[config.mk]
export PLATFORM = sky130hd
export DESIGN_NAME = slow_div
export DESIGN_NICKNAME = d
export VERILOG_FILES = /design/src/rtl/slow_div.sv
export SDC_FILE = /design/constraint.sdc
export NUM_CORES = 1
export LEC_CHECK = 0
export CAP_MARGIN = 25
export CORE_MARGIN = 2
export CORE_UTILIZATION = 40
export CTS_BUF_LIST = sky130_fd_sc_hd__clkbuf_4 sky130_fd_sc_hd__clkbuf_8
export CTS_CLUSTER_DIAMETER = 200
export DETAILED_ROUTE_END_ITERATION = 12
export HOLD_SLACK_MARGIN = 0.1
export RECOVER_POWER = 50
export SETUP_SLACK_MARGIN = 0.02
export SLEW_MARGIN = 20
export SYNTH_ARGS = -nofsm -noshare
export SYNTH_HDL_FRONTEND = slang
export SYNTH_SLANG_ARGS = --single-unit
[constraint.sdc]
create_clock -name clk -period 2.45 [get_ports clk]
set_clock_uncertainty 0.05 [all_clocks]
set_input_delay 0.3675 -clock clk [delete_from_list [all_inputs] [get_ports clk]]
set_output_delay 0.3675 -clock clk [all_outputs]
set_load 0.03 [all_outputs]
[src/rtl/slow_div.sv]
`default_nettype none
// ============================================================================
// Module   : slow_div
// Brief    : Sequential restoring divider. It divides a 2*DW-bit dividend by
//            a DW-bit divisor and produces one quotient bit per clock.
// Revision : 1.0 - initial release
// ============================================================================
module slow_div #(
    parameter int DW = 8
) (
    input  logic            clk,
    input  logic            rst_n,
    input  logic            start,
    input  logic [2*DW-1:0] dividend,
    input  logic [DW-1:0]   divisor,
    output logic            busy,
    output logic            valid,
    output logic [2*DW-1:0] quotient,
    output logic [DW-1:0]   remainder,
    output logic            div_by_zero
);

    localparam int             CW     = $clog2(2 * DW);
    localparam logic [0:0]     c_IDLE = 1'b0;
    localparam logic [0:0]     c_RUN  = 1'b1;
    localparam logic [CW-1:0]  c_LAST = CW'(2 * DW - 1);

    logic [0:0]      r_state;
    logic [0:0]      w_state_nxt;
    logic [CW-1:0]   r_cnt;
    logic [DW-1:0]   r_div;
    logic [2*DW-1:0] r_shift;
    logic [DW:0]     r_rem;
    logic            r_valid;
    logic [2*DW-1:0] r_quot;
    logic [DW-1:0]   r_remout;
    logic            r_dz;

    logic            w_req;
    logic            w_launch;
    logic            w_zero_req;
    logic            w_last;
    logic [DW+1:0]   w_rem_sh;
    logic [DW+1:0]   w_trial;
    logic            w_qbit;
    logic [DW:0]     w_rem_nxt;
    logic [2*DW-1:0] w_shift_nxt;

    assign w_req      = (r_state == c_IDLE) && start;
    assign w_launch   = w_req && (divisor != '0);
    assign w_zero_req = w_req && (divisor == '0);
    assign w_last     = (r_state == c_RUN) && (r_cnt == c_LAST);

    // The shifted partial remainder is always below 2*divisor, so its top bit
    // is zero and w_trial[DW+1] acts as the borrow bit of the trial subtraction.
    assign w_rem_sh    = {r_rem, r_shift[2*DW-1]};
    assign w_trial     = w_rem_sh - {2'b00, r_div};
    assign w_qbit      = ~w_trial[DW+1];
    assign w_rem_nxt   = w_qbit ? w_trial[DW:0] : w_rem_sh[DW:0];
    assign w_shift_nxt = {r_shift[2*DW-2:0], w_qbit};

    always_ff @(posedge clk or negedge rst_n) begin
        if (!rst_n) begin
            r_state <= c_IDLE;
        end else begin
            r_state <= w_state_nxt;
        end
    end

    always_comb begin
        w_state_nxt = r_state;
        case (r_state)
            c_IDLE:  if (w_launch) w_state_nxt = c_RUN;
            c_RUN:   if (w_last)   w_state_nxt = c_IDLE;
            default: w_state_nxt = c_IDLE;
        endcase
    end

    always_comb begin
        busy = (r_state == c_RUN);
    end

    always_ff @(posedge clk or negedge rst_n) begin
        if (!rst_n) begin
            r_cnt    <= '0;
            r_div    <= '0;
            r_shift  <= '0;
            r_rem    <= '0;
            r_valid  <= 1'b0;
            r_quot   <= '0;
            r_remout <= '0;
            r_dz     <= 1'b0;
        end else begin
            r_valid <= 1'b0;
            if (w_launch) begin
                r_div   <= divisor;
                r_shift <= dividend;
                r_rem   <= '0;
                r_cnt   <= '0;
            end else if (w_zero_req) begin
                r_valid  <= 1'b1;
                r_dz     <= 1'b1;
                r_quot   <= '1;
                r_remout <= '0;
            end else if (r_state == c_RUN) begin
                r_shift <= w_shift_nxt;
                r_rem   <= w_rem_nxt;
                r_cnt   <= r_cnt + 1'b1;
                if (w_last) begin
                    r_valid  <= 1'b1;
                    r_dz     <= 1'b0;
                    r_quot   <= w_shift_nxt;
                    r_remout <= w_rem_nxt[DW-1:0];
                end
            end
        end
    end

    assign valid       = r_valid;
    assign quotient    = r_quot;
    assign remainder   = r_remout;
    assign div_by_zero = r_dz;

endmodule
`default_nettype wire

# Word-level counts from Yosys, hierarchy flattened

Index checks and enable logic that the tools add are counted.
W data, S select, Z words.

Register bits: 64
Input port bits: 27
Output and inout port bits: 27

Add/subtract/negate cells: 2
Equal/unequal tests: 2
Multiplexer cells: 26
Bitwise gates (word level): 3
Reductions and logical operators: 11

Operator list:

| cell                  | number |
|---|---|
| $mux W16              | 6 |
| $mux W9               | 4 |
| $mux W8               | 3 |
| $mux W4               | 3 |
| $sub A10 B8 Y10       | 1 |
| $mux W1               | 9 |
| $logic_not A8 Y1      | 1 |
| $reduce_bool A8 Y1    | 1 |
| $reduce_bool A2 Y1    | 3 |
| $add A4 B1 Y4 const B | 1 |
| $eq A4 B4 Y1 const B  | 1 |
| $logic_and A1 B1 Y1   | 4 |
| $not A1 Y1            | 3 |
| $reduce_and A3 Y1     | 1 |
| $ne A2 B2 Y1 const B  | 1 |
| $pmux W1 S2           | 1 |
| $reduce_and A2 Y1     | 1 |

# Longest topological paths before layout

Depth in word-level cells: 6
Mapped depth: 10
Depth with buffers taken out: 10

# Least setup slack after synthesis

No wires, ideal clock.

Path kind: reg2reg
Start: reg r_rem[6]
End: reg r_rem[7]
Library setup time: 0.141 ns
Arrival: 1.861 ns
Required time: 2.259 ns
Slack: 0.398 ns
Cell stages (with the launch flop): 9
Path through: dfrtp_1 ha_1 a21oi_2 nand2_1 or3_1 o221a_2 buf_6 mux2i_1 mux2i_1

Longest elaborated chain between the ends: 5

RTL lines:

| item                   | line | text |
|---|---|---|
| start, declared        | 33   | `logic [DW:0] r_rem;` |
| start signal, assigned | 107  | `r_rem <= w_rem_nxt;` |
| $sub A10 B8 Y10        | 57   | `assign w_trial = w_rem_sh - {2'b00, r_div};` |
| $mux W9 *              | 59   | `assign w_rem_nxt = w_qbit ? w_trial[DW:0] : w_rem_sh[DW:0];` |
| $mux W9 *              | 105  | `end else if (r_state == c_RUN) begin` |
| $mux W9 *              | 100  | `end else if (w_zero_req) begin` |
| $mux W9 *              | 95   | `if (w_launch) begin` |

Mark *: on every way between the ends. The rest lies on a longest branch, timed or not. The select of a mux whose other input is x is not followed.
A chain may end at the register's enable or synchronous reset.

# Worst setup path in the final report

Start: reg r_rem[6]
End: reg r_rem[0]

Longest elaborated chain between the ends: 5

RTL lines:

| item            | line |
|---|---|
| $sub A10 B8 Y10 | 57 |
| $mux W9         | 59 |
| $mux W9         | 105 |
| $mux W9         | 100 |
| $mux W9         | 95 |

Every way passes these cells. The select of a mux whose other input is x is not followed.

==> qor.yml <==
antenna_found_initial: 0
firstDrtPassIters: 4
routed_wirelength_um: 6540
detail-route-antenna-nets: 0
wl_met3_um: 279
cp_data_arrival_time_ns: 2.44
report.final.slew_viol_count: 65
fin_total_pwr_mw: 6.38
synth_top_family_by_area: "compound AO/OA/AOI/OAI gates"
holdWs_ns: 0.425
vias: 2248
synth_edf_count: 0
clockBufferDepth: 2
die_w_um: 90.1
ys_async_sr_fraction: 1.00
rows: 31
met2RoutedLength_um: 2990
ir_drop_uv: 594
synthCells: 287
dp_hpwl_um: 4430
cp_max_fo: 11
io_pins: 54
period_share: 0.908
clkTransAtPathRegs_ns: 0.07
start_util: 0.411
antenna_cells: 0
startpoint_type: "flip-flop"
violations: "max-capacitance violations, max-slew violations"
top_layer: "met4"
status: "finished with violations"
ys_seq_elements: 64
syn_area_per_cell_sq_um: 10.3
io_buffers: 53
synth_compound_area_frac: 0.152
gr-total-overflow: 0
avgRoutedWirePerCell_um: 14.5
nNetsFinal: 383
gp_congestion: 0.846
syn-num-nets: 324
cts_tree: "built"
power.density_mw_per_mm2: 1660
max_clock_freq_mhz: 449
drive_gt1_frac: 0.0912
yosysUniqueCellTypes: 39
criticalPathCategory: "reg2reg"
cts_num_sinks: 64
setup_viol: 0
p_leak_nw: 1.77
synth_simple_gate_area_frac: 0.144
core-area_sq_mm: 0.00721
grt_pass1_wl_um: 11200
cts-root-buf: "clkbuf_8"
grt_setup_unrepaired: "false"
dieArea_sq_mm: 0.00812
cts-buffers-inserted: 9
synth_seq_area_share: 0.540
area_growth_syn_to_layout_pct: 29.7
dieHeight_um: 90.1
grt_pass1_vias: 2241
num-fill-cells: 669
syn_area_sq_mm: 0.00297
fin_setup_tns_ns: 0
grt_max_degree: 65
synth_fa_ha_area_frac: 0.0447
insertion_delay_ns: 0.34
drtIter0Drc: 108
worst_pin_slew_ns: 1.56
h-tree-depth: 3
synth_warnings: 0
synth_xor_xnor_area_share: 0.0236
relSlewSlack: -0.0377
hold_class: "reg2reg"
worstSetupEndpointType: "flip-flop"
hold_depth: 2
ff2ff_path_depth: 7
max_cap_violations: 1
post-cts-setup-buffers: 0
drt-met1-wl_um: 3210
required_ns: 2.66
period_needed_ns: 2.22
via_per_inst: 5.00
drc: 0
muxShareOfSynthArea: 0.0590
grt.total_usage: 0.173
hold_viol: 0
synth_ff_type: "dfrtp_1"
[worst paths after layout]
kind | slack (ns) | start | endpoint
hold reg to reg | 0.42 | div_by_zero$_DFFE_PN0P_ | div_by_zero$_DFFE_PN0P_
hold / removal | 0.42 | div_by_zero$_DFFE_PN0P_ | div_by_zero$_DFFE_PN0P_
min in group asynchronous | 0.98 | rst_n | r_div[7]$_DFFE_PN0P_
max in group asynchronous | 0.43 | rst_n | r_div[1]$_DFFE_PN0P_
setup reg to reg | 0.23 | r_rem[6]$_DFFE_PN0P_ | r_rem[0]$_DFFE_PN0P_
setup / recovery | 0.23 | r_rem[6]$_DFFE_PN0P_ | r_rem[0]$_DFFE_PN0P_
[metal layers]
layer,track usage,up-vias
li1,-,1122
met1,0.249,1074
met2,0.250,48
met3,0.0495,4
met4,0.0615,0
met5,0,-
[Yosys cell counts, drive strengths merged, types with 2 or more instances]
| library cell | instances | share of area |
|---|---|---|
| a21o | 2 | 0.0051 |
| a21oi | 5 | 0.0097 |
| a22oi | 16 | 0.040 |
| and3 | 2 | 0.0042 |
| buf | 7 | 0.014 |
| clkbuf | 7 | 0.0089 |
| dfrtp | 64 | 0.54 |
| ha | 9 | 0.038 |
| inv | 11 | 0.014 |
| mux2i | 16 | 0.054 |
| nand2 | 71 | 0.090 |
| nand2b | 3 | 0.0063 |
| nand3 | 4 | 0.0067 |
| nand4 | 2 | 0.0042 |
| nor2 | 8 | 0.013 |
| nor4 | 2 | 0.0042 |
| o21ai | 20 | 0.034 |
| o22a | 16 | 0.047 |
| or3 | 2 | 0.0042 |
| xnor2 | 5 | 0.015 |
| xor2 | 3 | 0.0089 |
[sequential cells by signal, indices dropped and copies added, names as in the netlist]
name / count
valid: 1
r_shift: 16
quotient: 16
r_rem: 9
div_by_zero: 1
remainder: 8
busy: 1
r_div: 8
r_cnt: 4
[power breakdown]
group | total (mW) | switching, mW | internal [mW]
sequential | 1.98 | 0.363 | 1.62
clock | 1.03 | 0.424 | 0.604
combinational | 3.37 | 1.86 | 1.51
[cells by family (layout without fill, tap and decap cells)]
logic type	Yosys count	count (layout)
flip-flops	64	64
multiplexers	17	17
buffers and inverters	25	89
XOR/XNOR	8	8
AO/OA/AOI/OAI	65	65
adder cells (fa/ha/maj)	10	10
AND/OR/NAND/NOR	98	98
[metrics by stage]
step	util	setup slack [ns]	area [sq um]	cells
floorplan	-	0.398	2970	287
global placement	0.502	0.135	3620	433
finish	0.533	0.225	3850	450
global route	0.533	0.0403	3850	450
CTS	0.535	0.140	3860	450
detailed placement	0.502	0.157	3620	433
[placed cells by master, fill, tap and decap left out, types with 3 or more instances in the layout]
master            n
xor2_1            3
nand2b_1          3
a21oi_1           4
o21ai_0          19
clkbuf_8         10
clkdlybuf4s50_1  40
dlygate4sd3_1    12
nor2_1            6
buf_4             7
dfrtp_1          64
clkinvlp_4        3
nand3_1           4
xnor2_1           5
inv_1            10
mux2i_1          16
a22oi_1          16
nand2_1          71
o22a_1           16
ha_1              9
[repair_timing]
action / 4_1_cts / 5_1_grt
hold buffers: 1 / 0
endpoints found under the setup margin: 0 / 5
gates resized for setup: 0 / 1
hold endpoints to repair: 64 / 0
[critical path, cell delays in order (launching register included)]
cell,delay [ns]
dfrtp_1,0.40
ha_1,0.34
a21oi_2,0.16
nand2_1,0.08
or3_1,0.32
o221a_4,0.34
mux2_4,0.33
mux2i_1,0.13
[layout make-up]
type	instances	area, sq um	area share
Clock inverter	6	91.3	0.0237
Inverter	11	41.3	0.0107
Tap cell	99	124	0.0322
Sequential cell	64	1600	0.416
Timing Repair Buffer	62	587	0.152
Multi-Input combinational cell	198	1270	0.329
Clock buffer	10	138	0.0358
Power figures use the tool's default switching activity.
